--- src/rtl/fifo_tx_drainer.sv ---
// -----------------------------------------------------------------------------
// fifo_tx_drainer
//
// Read-side consumer for the async FIFO, running in the FIFO read clock domain.
// Pops one word at a time when the FIFO is non-empty and the serial transmitter
// is idle. Each popped word is presented to the transmitter with a one-cycle
// valid strobe. The block then follows TX_BUSY so that the next pop waits until
// the current word has been fully sent.
//
// Handshake: a word is offered by a single-cycle TX_VALID pulse with TX_DATA
// stable. The transmitter acknowledges by raising TX_BUSY. The word is complete
// when TX_BUSY falls. There is no ready/backpressure; if TX_BUSY does not rise
// within ACK_TIMEOUT cycles of the offer, the word is dropped and TIMEOUT_ERR
// sets.
//
// Ports
//   CLK           read-domain clock (same as FIFO R_CLK)
//   RST           asynchronous, active-high reset
//   ENABLE        1 = allow new pops; 0 = finish current word, then hold
//   FIFO_EMPTY    FIFO EMPTY flag
//   FIFO_RD_DATA  FIFO head word (valid while !FIFO_EMPTY)
//   FIFO_R_INC    one-cycle pop strobe to FIFO
//   TX_BUSY       transmitter busy
//   TX_DATA       registered word to transmitter
//   TX_VALID      one-cycle strobe, TX_DATA valid
//   SENT_CNT      words acknowledged by TX (wraps)
//   TIMEOUT_ERR   sticky ack-timeout flag, cleared only by RST
//   dbg_state     FSM state: 0=IDLE, 1=ISSUE, 2=WAIT_ACK, 3=WAIT_DONE
// -----------------------------------------------------------------------------
module fifo_tx_drainer #(
    parameter int DATA_WIDTH  = 8,
    parameter int ACK_TIMEOUT = 16,   // must be >= 2
    parameter int CNT_WIDTH   = 8
) (
    input  logic                  CLK,
    input  logic                  RST,
    input  logic                  ENABLE,
    input  logic                  FIFO_EMPTY,
    input  logic [DATA_WIDTH-1:0] FIFO_RD_DATA,
    output logic                  FIFO_R_INC,
    input  logic                  TX_BUSY,
    output logic [DATA_WIDTH-1:0] TX_DATA,
    output logic                  TX_VALID,
    output logic [CNT_WIDTH-1:0]  SENT_CNT,
    output logic                  TIMEOUT_ERR,
    output logic [1:0]            dbg_state
);

    localparam int TW = (ACK_TIMEOUT > 2) ? $clog2(ACK_TIMEOUT) : 1;

    // The counter is cleared in ISSUE and increments once per WAIT_ACK cycle
    // without TX_BUSY. The abort fires on the edge where the counter would
    // reach ACK_TIMEOUT-1. As a result, the FSM is back in IDLE exactly
    // ACK_TIMEOUT cycles after entering ISSUE.
    localparam logic [TW-1:0] TCNT_ABORT = TW'(ACK_TIMEOUT - 2);

    typedef enum logic [1:0] {
        IDLE      = 2'd0,
        ISSUE     = 2'd1,
        WAIT_ACK  = 2'd2,
        WAIT_DONE = 2'd3
    } state_t;

    state_t                state, state_nxt;
    logic [TW-1:0]         tcnt, tcnt_nxt;
    logic [DATA_WIDTH-1:0] tx_data_nxt;
    logic                  tx_valid_nxt;
    logic                  r_inc_nxt;
    logic [CNT_WIDTH-1:0]  sent_nxt;
    logic                  err_nxt;

    assign dbg_state = state;

    always_ff @(posedge CLK or posedge RST) begin
        if (RST) begin
            state       <= IDLE;
            tcnt        <= '0;
            TX_DATA     <= '0;
            TX_VALID    <= 1'b0;
            FIFO_R_INC  <= 1'b0;
            SENT_CNT    <= '0;
            TIMEOUT_ERR <= 1'b0;
        end else begin
            state       <= state_nxt;
            tcnt        <= tcnt_nxt;
            TX_DATA     <= tx_data_nxt;
            TX_VALID    <= tx_valid_nxt;
            FIFO_R_INC  <= r_inc_nxt;
            SENT_CNT    <= sent_nxt;
            TIMEOUT_ERR <= err_nxt;
        end
    end

    always_comb begin
        state_nxt    = state;
        tcnt_nxt     = tcnt;
        tx_data_nxt  = TX_DATA;
        tx_valid_nxt = 1'b0;
        r_inc_nxt    = 1'b0;
        sent_nxt     = SENT_CNT;
        err_nxt      = TIMEOUT_ERR;

        case (state)
            IDLE: begin
                // Capture the head word, and raise both strobes, on the same
                // edge that leaves IDLE. The strobes are then high for
                // exactly the ISSUE cycle.
                if (ENABLE && !FIFO_EMPTY && !TX_BUSY) begin
                    state_nxt    = ISSUE;
                    tx_data_nxt  = FIFO_RD_DATA;
                    tx_valid_nxt = 1'b1;
                    r_inc_nxt    = 1'b1;
                end
            end
            ISSUE: begin
                tcnt_nxt  = '0;
                state_nxt = WAIT_ACK;
            end
            WAIT_ACK: begin
                if (TX_BUSY) begin
                    state_nxt = WAIT_DONE;
                    sent_nxt  = SENT_CNT + CNT_WIDTH'(1);
                end else begin
                    tcnt_nxt = tcnt + TW'(1);
                    // The word has already been popped, so the abort
                    // simply drops it.
                    if (tcnt == TCNT_ABORT) begin
                        state_nxt = IDLE;
                        err_nxt   = 1'b1;
                    end
                end
            end
            WAIT_DONE: begin
                if (!TX_BUSY) begin
                    state_nxt = IDLE;
                end
            end
            default: state_nxt = IDLE;
        endcase
    end

endmodule
--- config.mk ---
export PLATFORM = sky130hd
export DESIGN_NAME = fifo_tx_drainer
export DESIGN_NICKNAME = d
export VERILOG_FILES = /design/src/rtl/fifo_tx_drainer.sv
export SDC_FILE = /design/constraint.sdc
export NUM_CORES = 1
export LEC_CHECK = 0
export CAP_MARGIN = 20
export CORE_MARGIN = 10
export CORE_UTILIZATION = 40
export CTS_CLUSTER_SIZE = 14
export DETAILED_ROUTE_END_ITERATION = 16
export PLACE_DENSITY = 0.77
export SKIP_CTS_REPAIR_TIMING = 1
export SLEW_MARGIN = 25
export SYNTH_ARGS = -nofsm -noshare
export SYNTH_HDL_FRONTEND = slang
export SYNTH_SLANG_ARGS = --single-unit
--- constraint.sdc ---
create_clock -name CLK -period 2.55 [get_ports CLK]
set_input_delay 0.51 -clock CLK [delete_from_list [all_inputs] [get_ports CLK]]
set_output_delay 0.51 -clock CLK [all_outputs]
set_load 0.01 [all_outputs]
### Word-level counts from Yosys, hierarchy flattened

Index checks and enable logic that the tools add are counted.

* register bits: 24
* input port bits: 13

* reductions and logical operators: 11
* eq/ne operators: 8
* muxes and demuxes: 9
* bitwise gates (word level): 1
* add/subtract/negate cells: 2

Operator list (count)
* adder 8 x 1 -> 8 bit, second input constant: 1
* two-way mux 2 bit: 4
* one-hot mux 2 bit (4 select lines): 1
* one-hot mux 4 bit (2 select lines): 1
* inequality test 2 bit, second input constant: 3
* AND reduction 2 bit: 3
* AND reduction 3 bit: 2
* adder 4 x 1 -> 4 bit, second input constant: 1
* equality test 2 bit, second input constant: 2
* equality test 4 bit, second input constant: 1
* two-way mux 4 bit: 1
* inequality test 3 bit, second input constant: 1
* equality test 2 x 1 -> 1 bit, second input constant: 1
* logical AND 1 bit: 2
* zero test 1 bit: 2
* zero test 2 bit: 1
* two-way mux 1 bit: 2
* nonzero test 2 bit: 1
* NOT 1 bit: 1

### Logic depth before layout (Yosys ltp)

* depth in word-level cells: 5
* gate-level depth with buffers: 5
* gate-level depth less buffers: 5

### Least setup slack after synthesis

Ideal clock, no wire load.

* path type: register -> register
* start: reg state[1] (netlist: dbg_state[1])
* end: reg TX_DATA[0]
* arrival time: 1.322 ns
* library setup time: 0.125 ns
* path slack: 1.103 ns
* stages on the path, launching flop included: 6
* clock period less this slack: 1.447 ns
* required time: 2.425 ns
* path buffers: 2
* cell sequence: dfrtp_1 > buf_6 > nor4_2 > and2_1 > buf_6 > mux2_4

* cells in the longest elaborated chain, start to end: 2

RTL lines
* start: declaration: RTL line 64 `state_t state, state_nxt;`
* start signal: assignment: RTL line 84 `state <= state_nxt;`
* zero test 2 bit: RTL line 103 `case (state)`
* AND reduction 2 bit (no line)
* end signal: assignment: RTL line 86 `TX_DATA <= tx_data_nxt;`
* end: declaration: RTL line 42 `output logic [DATA_WIDTH-1:0] TX_DATA,`

No other way between the ends.
A chain may end at the register's enable or synchronous reset.

### Worst setup path in the final report

* start: reg state[1] (netlist: dbg_state[1])
* end: out dbg_state[1]

RTL lines
* end: declaration: RTL line 46 `output logic [1:0] dbg_state`

No word-level cell between the ends.

==> run_results.csv <==
group,metric,value,unit
outcome,outcome,"complete, no violations",
timing,fmax,500,MHz
critical_path,critPathMaxStageDelay,0.61,ns
pwr,ir_drop,0.787,mV
pwr,p_int,1.09,mW
logic_synthesis,ys_warn_count,0,
pwr,pwr-share-seq,0.421,
floorplan,top_level_ports,34,
timing,setup_viol,0,
critical_path,worst_ep_required_time,2.04,ns
pwr,swShare,0.328,
cells_and_area,multi_input_area,484,um^2
global_routing,grt_use_met2,0.158,
pwr,p_total,1.63,mW
critical_path,crit_chain,"clkdlybuf4s50_1",
critical_path,crit_type,"reg -> out",
cts,cts_buffers,3,
critical_path,cp_max_fo,10,
cells_and_area,fill_cells,233,
critical_path,arrival,1.49,ns
timing,worst_slew_pin_slew,0.548,ns
global_routing,grt_pass1_vias,827,
floorplan,core,0.00273,mm^2
timing,finalHoldViolCount,0,
timing,rsz0062_at_grt,"no",
detailed_routing,first_iter_violations,58,
detailed_routing,drc,0,
logic_synthesis,ys_seq_elements,24,
global_routing,antenna_found_initial,0,
logic_synthesis,syn_nets,108,
logic_synthesis,synth_edf_count,0,
cells_and_area,regArea,601,um^2
pwr,p_per_area,1050,mW/mm^2
logic_synthesis,synth.cell_area,0.00114,mm^2
detailed_routing,wire_per_inst,16.1,um
cells_and_area,layout-drive-gt1-share,0.157,
flow_run,drv_cap,0,
cts,cts-root-buf,"clkbuf_4",
logic_synthesis,yosysSeqAreaShare,0.527,
global_routing,use_met3,0.0471,
global_routing,top_usage_layer,"met2",
timing,fin_skew,0.00322,ns
timing,finalSetupTns,0,ns
logic_synthesis,synth-async-reset-ratio,1.00,
cells_and_area,diodes,0,
pwr,pwr-share-clk,0.167,
placement,io_buffers,33,
detailed_routing,ant_nets,0,
timing,finalCritPeriodShare,0.784,
critical_path,cpLargestDelayFamily,"buffers and inverters",
floorplan,die_y,73.4,um
pwr,combPwrFrac,0.412,
logic_synthesis,synth_cell_types,31,
pwr,p_switching,0.534,mW
global_routing,grt_pass1_wl,4230,um
detailed_routing,wirelength,2540,um
min_path,hold_class,"reg -> reg",
cts,clk_pin_slew,0.13,ns
detailed_routing,drtPass1Iterations,4,
floorplan,die_area,0.00538,mm^2
global_routing,grt-ovfl-total,0,
floorplan,initial_core_util,0.417,
global_routing,grt_start_max_net_pins,25,
critical_path,crit_buf_inv,1,
placement,hpwl,2000,um
logic_synthesis,syn_inst,92,
timing,maxSlewViolCount,0,
cts,clock_sinks,24,
cells_and_area,layout.nets,144,
cts,cts_tree,"built",
pwr,p_leak,0.701,nW
cts,cts_buffer_depth,2,
cts,htree_levels,1,
floorplan,rows,19,
detailed_routing,vias,792,
placement,finalWeightedCongestion,0.774,
cts,clk_latency,0.31,ns
timing,period_minus_slack,2.00,ns
critical_path,startpoint_type,"register",
global_routing,met1_usage,0.117,
detailed_routing,viasPerCell,5.01,
timing,slew_headroom,0.635,
critical_path,crit_slowest_cell,"clkdlybuf4s50_1",
critical_path,crit_path_end_kind,"output pin",
cells_and_area,areaGrowthSynthToFinish,35.5,%
logic_synthesis,syn_avg_cell_area,12.4,um^2
global_routing,track_usage,0.0982,
floorplan,chipWidth,73.4,um
logic_synthesis,yosys_most_used_dff,"dfrtp_1",
## kinds of logic after synthesis
kind of cell             Yosys count  share of synthesized area
adder cells (fa/ha/maj)            3                     0.0329
multiplexers                       9                      0.115
XOR/XNOR                           7                     0.0538
AND/OR/NAND/NOR                   28                      0.149
flip-flops                        24                      0.527
AO/OA/AOI/OAI                     12                     0.0735
buffers and inverters              9                     0.0483
## path summary, 6_finish.rpt
| path | start | end | slack [ns] | cells past startpoint |
|---|---|---|---|---|
| worst max register to register | dbg_state[1] | TX_DATA[4] | 0.85 | 3 |
| worst min register to register | SENT_CNT[7] | SENT_CNT[7] | 0.47 | 1 |
| min in group asynchronous | RST | TX_DATA[2] | 0.51 | 3 |
| worst max-delay path | dbg_state[1] | dbg_state[1] | 0.55 | 1 |
| max in group asynchronous | RST | TX_DATA[1] | 1.81 | 3 |
| worst min-delay path | SENT_CNT[7] | SENT_CNT[7] | 0.47 | 1 |
## cell usage in the layout, fill, tap and decap left out, drive strengths merged
master | Yosys | routed
ha | 3 | 3
dfrtp | 24 | 24
nand4b | 2 | 2
nand2 | 5 | 5
or2 | 1 | 1
and4b | 1 | 1
xnor2 | 3 | 3
nor3 | 4 | 4
o21ai | 2 | 2
a21o | 2 | 2
and2 | 2 | 2
bufinv | 0 | 1
xor2 | 4 | 4
clkdlybuf4s50 | 0 | 33
a41o | 1 | 1
o2bb2ai | 3 | 3
and3 | 1 | 1
nand3 | 3 | 3
nor2 | 3 | 3
nand4 | 1 | 1
inv | 4 | 4
a22oi | 1 | 1
nor2b | 1 | 1
and3b | 1 | 1
clkbuf | 0 | 3
buf | 5 | 3
a21oi | 3 | 3
nand3b | 1 | 1
mux2 | 9 | 9
nor4 | 1 | 1
nor4b | 1 | 1
## through the flow
| stage | util | cell area (um^2) | worst slack (ns) | hold WS (ns) | cells |
|---|---|---|---|---|---|
| floorplan | - | 1140 | 1.10 | 0.503 | 92 |
| global placement | 0.546 | 1490 | 0.417 | 0.454 | 154 |
| detailed placement | 0.546 | 1490 | 0.380 | 0.458 | 154 |
| CTS | 0.565 | 1540 | 0.535 | 0.479 | 158 |
| global route | 0.565 | 1540 | 0.490 | 0.505 | 158 |
| finish | 0.565 | 1540 | 0.552 | 0.475 | 158 |
## power groups by stage
stage	Combinational [mW]	Clock (mW)	Sequential, mW
detailed placement	0.682	0	0.695
finish	0.672	0.272	0.685
global route	0.733	0.291	0.713
floorplan	0.318	0	0.706
CTS	0.686	0.279	0.688
global placement	0.657	0	0.682
## cell usage after synthesis, types with 2 or more instances
master | number | area (um^2)
xnor2_1 | 3 | 26.3
xor2_1 | 4 | 35.0
a21o_1 | 2 | 15.0
buf_2 | 2 | 10.0
nor2_1 | 3 | 11.3
o2bb2ai_1 | 3 | 26.3
dfrtp_1 | 24 | 601
mux2_4 | 8 | 120
inv_1 | 4 | 15.0
nand4b_1 | 2 | 17.5
ha_1 | 3 | 37.5
a21oi_1 | 3 | 15.0
buf_6 | 2 | 22.5
o21ai_0 | 2 | 10.0
nand2_1 | 5 | 18.8
nor3_1 | 4 | 20.0
nand3_1 | 3 | 15.0
and2_1 | 2 | 12.5
## routing by layer
metal	wire length [um]	part of all wire
met4	13	0.0051
met2	1320	0.52
met1	1010	0.40
met5	0	0
met3	199	0.078
## registers in the layout, summed over array words and instances, names as in the netlist
name         cells
SENT_CNT         8
TX_DATA          8
tcnt             4
dbg_state        2
TIMEOUT_ERR      1
TX_VALID         1
## cell type report
| type | instances | area share |
|---|---|---|
| Clock buffer | 3 | 0.0146 |
| Inverter | 4 | 0.00972 |
| Multi-Input combinational cell | 59 | 0.314 |
| Clock inverter | 1 | 0.0194 |
| Timing Repair Buffer | 36 | 0.229 |
| Sequential cell | 24 | 0.389 |
| Tap cell | 31 | 0.0251 |
Power figures use the tool's default switching activity.
